--- config.mk ---
export PLATFORM = sky130hd
export DESIGN_NAME = mult_seq
export DESIGN_NICKNAME = d
export VERILOG_FILES = /design/src/rtl/mult_seq.sv
export SDC_FILE = /design/constraint.sdc
export NUM_CORES = 1
export LEC_CHECK = 0
export ABC_AREA = 1
export CORE_MARGIN = 1
export CORE_UTILIZATION = 35
export DETAILED_ROUTE_END_ITERATION = 16
export MAX_ROUTING_LAYER = met4
export PLACE_DENSITY = 0.51
export SYNTH_ARGS = -nofsm -noshare
export SYNTH_HDL_FRONTEND = slang
export SYNTH_SLANG_ARGS = --single-unit
export TNS_END_PERCENT = 50
--- constraint.sdc ---
create_clock -name clk_i -period 9.8 [get_ports clk_i]
set_clock_uncertainty 0.1 [all_clocks]
set_input_delay 1.96 -clock clk_i [delete_from_list [all_inputs] [get_ports clk_i]]
set_output_delay 1.96 -clock clk_i [all_outputs]
set_load 0.005 [all_outputs]
--- src/rtl/mult_seq.sv ---
// Sequential WIDTH x WIDTH multiplier, one 16x16 partial product per cycle.
// Define MULT_SEQ_FAST_LOW_EN to skip partial products above the low half.
module mult_seq #(
    parameter int WIDTH = 32
) (
    input  logic             clk_i,
    input  logic             rst_i,
    input  logic             valid_i,
    output logic             ready_o,
    input  logic [WIDTH-1:0] op_a_i,
    input  logic [WIDTH-1:0] op_b_i,
    input  logic [1:0]       signed_mode_i,
    input  logic             high_i,
    input  logic             kill_i,
    output logic             valid_o,
    input  logic             ready_i,
    output logic [WIDTH-1:0] result_o
);

    localparam int K  = WIDTH / 16;
    localparam int CW = 2;
    localparam int PW = (2 * WIDTH > 34) ? 2 * WIDTH : 34;

    typedef enum logic [1:0] {
        IDLE = 2'd0,
        CALC = 2'd1,
        DONE = 2'd2
    } state_t;

    state_t               r_state;
    state_t               w_next;
    logic [WIDTH-1:0]     r_a;
    logic [WIDTH-1:0]     r_b;
    logic [1:0]           r_mode;
    logic                 r_high;
    logic [2*WIDTH-1:0]   r_acc;
    logic [CW-1:0]        r_i;
    logic [CW-1:0]        r_j;
    logic [WIDTH-1:0]     r_result;

    logic                 w_accept;
    logic [15:0]          w_ca;
    logic [15:0]          w_cb;
    logic [16:0]          w_ea;
    logic [16:0]          w_eb;
    logic signed [33:0]   w_pp;
    logic signed [PW-1:0] w_ppx;
    logic [PW-1:0]        w_sh;
    logic [2:0]           w_sum;
    logic [6:0]           w_shamt;
    logic [2*WIDTH-1:0]   w_prod;
    logic                 w_jlast;
    logic                 w_last;

    assign w_accept = valid_i && (r_state == IDLE) && !kill_i;

    // Only the top chunk of a signed operand carries its sign bit
    assign w_ca = r_a[{r_i, 4'b0} +: 16];
    assign w_cb = r_b[{r_j, 4'b0} +: 16];
    assign w_ea = {(r_i == CW'(K - 1)) & r_mode[0] & w_ca[15], w_ca};
    assign w_eb = {(r_j == CW'(K - 1)) & r_mode[1] & w_cb[15], w_cb};
    assign w_pp = $signed(w_ea) * $signed(w_eb);

    assign w_sum   = {1'b0, r_i} + {1'b0, r_j};
    assign w_shamt = {w_sum, 4'b0};
    assign w_ppx   = PW'(w_pp);
    assign w_sh    = w_ppx << w_shamt;
    assign w_prod  = r_acc + w_sh[2*WIDTH-1:0];

`ifdef MULT_SEQ_FAST_LOW_EN
    assign w_jlast = r_high ? (r_j == CW'(K - 1)) : (w_sum == 3'(K - 1));
`else
    assign w_jlast = (r_j == CW'(K - 1));
`endif
    assign w_last = w_jlast && (r_i == CW'(K - 1));

    always_ff @(posedge clk_i or posedge rst_i) begin
        if (rst_i) begin
            r_state <= IDLE;
        end else begin
            r_state <= w_next;
        end
    end

    always_comb begin
        w_next = r_state;
        unique case (r_state)
            IDLE: if (w_accept) w_next = CALC;
            CALC: begin
                if (kill_i)      w_next = IDLE;
                else if (w_last) w_next = DONE;
            end
            DONE: if (kill_i || ready_i) w_next = IDLE;
            default: w_next = IDLE;
        endcase
    end

    always_comb begin
        ready_o = 1'b0;
        valid_o = 1'b0;
        unique case (r_state)
            IDLE:    ready_o = 1'b1;
            DONE:    valid_o = 1'b1;
            default: ;
        endcase
    end

    always_ff @(posedge clk_i or posedge rst_i) begin
        if (rst_i) begin
            r_a      <= '0;
            r_b      <= '0;
            r_mode   <= '0;
            r_high   <= 1'b0;
            r_acc    <= '0;
            r_i      <= '0;
            r_j      <= '0;
            r_result <= '0;
        end else if (w_accept) begin
            r_a    <= op_a_i;
            r_b    <= op_b_i;
            r_mode <= signed_mode_i;
            r_high <= high_i;
            r_acc  <= '0;
            r_i    <= '0;
            r_j    <= '0;
        end else if (r_state == CALC) begin
            if (kill_i) begin
                r_i <= '0;
                r_j <= '0;
            end else if (w_last) begin
                r_acc    <= w_prod;
                r_i      <= '0;
                r_j      <= '0;
                r_result <= r_high ? w_prod[2*WIDTH-1:WIDTH]
                                   : w_prod[WIDTH-1:0];
            end else begin
                r_acc <= w_prod;
                if (w_jlast) begin
                    r_i <= r_i + 1'b1;
                    r_j <= '0;
                end else begin
                    r_j <= r_j + 1'b1;
                end
            end
        end
    end

    assign result_o = r_result;

endmodule

Word-level counts from Yosys, hierarchy flattened
Cells that the tools add are included.
- reductions and logical operators: 12
- $add $sub $neg: 4
- shifts and indexed selects: 3
- muxes and demuxes: 21
- multiply operators: 1
- bitwise gates (word level): 6
- equality and inequality tests: 8
- operators by type and width (kind ; number):
    $mux W64 ; 3
    $add A64 B64 Y64 ; 1
    $shiftx A32 B7 Y16 ; 2
    $shl A64 B7 Y64 ; 1
    $mul A17 B17 Y34 ; 1
    $mux W32 ; 1
    $mux W2 ; 14
    $eq A2 B1 Y1 const B ; 3
    $pmux W2 S3 ; 1
    $add A2 B1 Y2 const B ; 2
    $and A1 B1 Y1 ; 4
    $ne A2 B2 Y1 const B ; 2
    $reduce_and A2 Y1 ; 2
    $reduce_and A4 Y1 ; 1
    $reduce_bool A4 Y1 ; 1
    $add A2 B2 Y3 ; 1
    $logic_and A1 B1 Y1 ; 3
    $ne A3 B3 Y1 const B ; 1
    $reduce_and A3 Y1 ; 1
    $eq A2 B2 Y1 const B ; 1
    $logic_not A2 Y1 ; 1
    $mux W1 ; 2
    $ne A2 B1 Y1 const B ; 1
    $not A1 Y1 ; 2
    other kinds (3) ; 3
- flip-flop bits (word level): 169
- output and inout port bits: 34
- logic and storage cells: 64
- input port bits: 72

Depth between registers and ports, before layout
- depth in word-level cells: 9
- depth in mapped cells: 51
- gate-level depth less buffers: 49

Least setup slack after synthesis
OpenSTA, ideal clock, no wires.
- path type: flip-flop to flip-flop
- start point: register r_j[0]
- end point: register r_result[17] (netlist: result_o[17])
- setup time: 0.116 ns
- arrival time: 7.977 ns
- required time: 9.584 ns
- cell stages (with the launch flop): 46
- setup slack: 1.607 ns
- path buffers: 3
- period minus slack after synthesis: 8.193 ns
- cell sequence: dfrtp_1 > buf_2 > inv_2 > buf_2 > nor2_1 > nor3_1 > inv_1 > nor2_1 > inv_1 > fa_1 > inv_1 > fa_1 > inv_1 > fa_1 > fa_1 > inv_1 > fa_1 > inv_1 > [10 not listed] > buf_6 > a21oi_1 > nor3_1 > ha_1 > nand2_1 > nor2_1 > inv_1 > nor2_1 > inv_1 > nor2_1 > nand3_1 > or2_1 > nand2_1 > nand2_1 > nand2_1 > nand2_1 > nand2_1 > nand2_1
- word-level cells in the longest chain between the ends: 7
- elaborated cells on any way between the ends: 11
- those cells by class: add/sub: 2; mul: 1; eq/ne: 1; shift: 2; mux: 1; bitwise: 2; reduce/logical: 2
- RTL lines (what ; line ; source):
    start, declared ; 38 ; logic [CW-1:0] r_j;
    start signal, assigned ; 142 ; r_j <= r_j + 1'b1;
    branches (longest 7 deep; another with $add A64 B64 Y64) ; n/a ;
    end signal, assigned ; 134 ; r_result <= r_high ? w_prod[2*WIDTH-1:WIDTH]
    end, declared ; 39 ; logic [WIDTH-1:0] r_result;
Several ways; the timed one is not identified.
A chain may end at the register's enable or synchronous reset.

Worst setup path in the final report
- start point: register r_i[0]
- end point: register r_result[22] (netlist: result_o[22])
- word-level cells in the longest chain between the ends: 7
- elaborated cells on any way between the ends: 11
- those cells by class: add/sub: 2; mul: 1; eq/ne: 1; shift: 2; mux: 1; bitwise: 2; reduce/logical: 2
- RTL lines (what ; line ; source):
    start, declared ; 37 ; logic [CW-1:0] r_i;
    start signal, assigned ; 139 ; r_i <= r_i + 1'b1;
    branches (longest 7 deep; another with $add A64 B64 Y64) ; n/a ;
Several ways; the timed one is not identified.

==> run_results.csv <==
group,metric,value,unit
synthesis,synth.yosys.warnings,0,
synthesis,ys_async_sr_fraction,100,%
hold_path,hold_path_class,"reg2reg",
sta,slew_headroom,31.9,%
critical_path,cp_slowest_cell,"fa_1",
sta,setup_viol,0,
route,wl_per_cell,20.0,µm
global_routing,overflow,0,
floorplan,io_pins,106,
global_routing,grt_pass1_wl,135000,µm
layout,area_delta_synth_final,17.5,%
synthesis,synth_edf_count,0,
clocking,postCtsHoldBufs,0,
clocking,clk_pin_slew,0.08,ns
clocking,cts_sinks,169,
global_routing,grt_pass1_vias,22400,
synthesis,synth.largest_area_cell,"fa_1",
global_routing,antenna_found_initial,1,
critical_path,cp_max_fo,17,
sta,period_share,94.6,%
critical_path,crit_start,"r_i[0]$_DFFE_PP0P_",
route,drtIter0Drc,1687,
route,viasPerCell,5.07,
outcome,status,"finished clean",
sta,max_freq,108,MHz
sta,drv_slew,0,
synthesis,yosys-top-cells-count,"nand2_1 (868), inv_1 (533), nor2_1 (410)",
synthesis,synth_area,0.0235,mm²
route,postRouteAntennaNets,0,
critical_path,timing.critical_path.mode_cell,"inv_1",
critical_path,cp_data_required_time,10.06,ns
route,drc_errors,0,
sta,worst_pin_slew,1.01,ns
clocking,cts_inserted_buffers,17,
synthesis,synth_top_area_share,25.4,%
clocking,root_buffer,"clkbuf_16",
floorplan,core-area,0.0661,mm²
place,gp_congestion,1.01,
clocking,clk_latency,0.48,ns
layout,n_antenna_cell,0,
synthesis,ys_seq_area_share,18.0,%
critical_path,startpoint_type,"flop",
route,dr_total_vias,22000,
layout,fin_nets,3984,
sta,final_hold_viol_count,0,
layout,fillers,7085,
clocking,cts_buffer_depth,2,
critical_path,end_kind,"flop",
critical_path,crit_path_max_incr_delay,0.53,ns
sta,setup_tns,0,ns
floorplan,fp.dieArea,0.0682,mm²
synthesis,ys_types,54,
floorplan,die_h,261,µm
floorplan,rows,94,
clocking,h-tree-depth,4,
synthesis,yosys.cell_count.top_type,"nand2_1",
route,firstDrtPassIters,5,
critical_path,worst-endpoint-arrival,9.53,ns
synthesis,syn-num-nets,3739,
place,dp_hpwl,72400,µm
global_routing,grt_use_total,27.3,%
route,totalWireLength,87000,µm
sta,layout_min_cycle_time,9.27,ns
synthesis,synth_seq_cells,169,
critical_path,worstSetupPathType,"reg2reg",
layout,drive_gt1_share,9.57,%
run,maxCapViolCount,0,
hold_path,hold_path_startpoint,"r_a[18]$_DFFE_PP0P_",
critical_path,timing.rr.start,"r_i[0]$_DFFE_PP0P_",
clocking,tritoncts,"done",
place,portBuffers,105,
synthesis,synth_area_leaders,"fa_1 (25%), dfrtp_1 (18%), nand2_1 (14%)",
synthesis,ys.flop_type,"dfrtp_1",
synthesis,syn_inst,3220,
floorplan,die_w,261,µm
sta,rsz0062_at_grt,"false",
global_routing,grt_max_degree,73,
synthesis,avgSynthCellArea,7.30,µm²
floorplan,start_util,35.6,%
[critical path, delay by kind of cell (launching register included)]
kind / cells / cell delay [ns]
XOR/XNOR: 1 / 0.14
flip-flops: 1 / 0.48
adder cells (fa/ha/maj): 8 / 3.56
AND/OR/NAND/NOR: 12 / 1.91
buffers and inverters: 15 / 1.80
AO/OA/AOI/OAI: 5 / 0.74
multiplexers: 1 / 0.39
[metrics by stage]
stage	utilization (%)	instance area (µm²)	instances	hold slack, ns	setup slack, ns
after floorplan	-	23500	3220	0.337	1.61
after global placement	40.7	26900	4303	0.355	0.293
after detailed placement	40.7	26900	4303	0.359	0.393
after CTS	41.6	27500	4335	0.378	0.352
after global routing	41.8	27600	4342	0.396	0.0101
final	41.8	27600	4342	0.375	0.532
[area by class of cell]
cell class | instances | area, µm² | area share, %
multi-input combinational | 2416 | 17000 | 61.4
tap | 864 | 1080 | 3.91
clock buffer | 17 | 425 | 1.54
sequential | 169 | 4230 | 15.3
inverter | 546 | 2070 | 7.49
timing repair buffer | 315 | 2680 | 9.70
clock inverter | 15 | 185 | 0.670
[cells in the final DEF (no fill, tap or decap), drive strengths merged, types with 7 or more instances in the layout]
| cell type | n |
|---|---|
| nand2 | 878 |
| inv | 540 |
| nor2 | 417 |
| fa | 298 |
| buf | 210 |
| a21oi | 172 |
| dfrtp | 169 |
| ha | 149 |
| o21ai | 141 |
| clkdlybuf4s50 | 105 |
| nand3 | 98 |
| nor3 | 47 |
| xor2 | 31 |
| a31oi | 25 |
| xnor2 | 21 |
| a21o | 20 |
| a22o | 18 |
| clkbuf | 17 |
| or2 | 16 |
| clkinv | 16 |
| nand4 | 14 |
| nand3b | 11 |
| a211oi | 11 |
| o21bai | 9 |
| o21a | 7 |
[sequential cells by signal, summed over array words and instances (netlist names)]
| register | count |
|---|---|
| r_acc | 64 |
| r_a | 32 |
| r_b | 32 |
| result_o | 32 |
| r_i | 2 |
| r_j | 2 |
| r_mode | 2 |
| r_state | 2 |
| r_high | 1 |
[logic make-up (layout without fill, tap and decap cells)]
family / Yosys count / after routing / synth area share (%)
AO/OA/AOI/OAI: 424 / 424 / 10.6
XOR/XNOR: 52 / 52 / 1.94
adder cells (fa/ha/maj): 447 / 447 / 33.3
buffers and inverters: 635 / 893 / 10.3
flip-flops: 169 / 169 / 18.0
multiplexers: 2 / 2 / 0.0851
AND/OR/NAND/NOR: 1491 / 1491 / 25.8
[worst paths after layout]
path,to,slack (ns),cells after the start
min in group asynchronous,r_b[21]$_DFFE_PP0P_,1.79,2
max reg2reg,result_o[22]$_DFFE_PP0P_,0.53,42
max,result_o[22]$_DFFE_PP0P_,0.53,42
max in group asynchronous,r_acc[54]$_DFFE_PP0P_,6.39,3
min,r_a[18]$_DFFE_PP0P_,0.37,2
min reg2reg,r_a[18]$_DFFE_PP0P_,0.37,2
[per-layer routing]
layer	GRT usage, %	wire length (µm)
met3	4.37	6270
met4	5.46	1510
met1	38.7	41000
met5	-	0
met2	41.0	38300
[what timing repair did]
| action | CTS | global route |
|---|---|---|
| setup buffers | 0 | 7 |
| resized for setup | 0 | 19 |
| setup endpoints to repair | 0 | 48 |
Power is not shown: default switching activity piles up to over one toggle a cycle in this logic, so the estimate is an artifact.
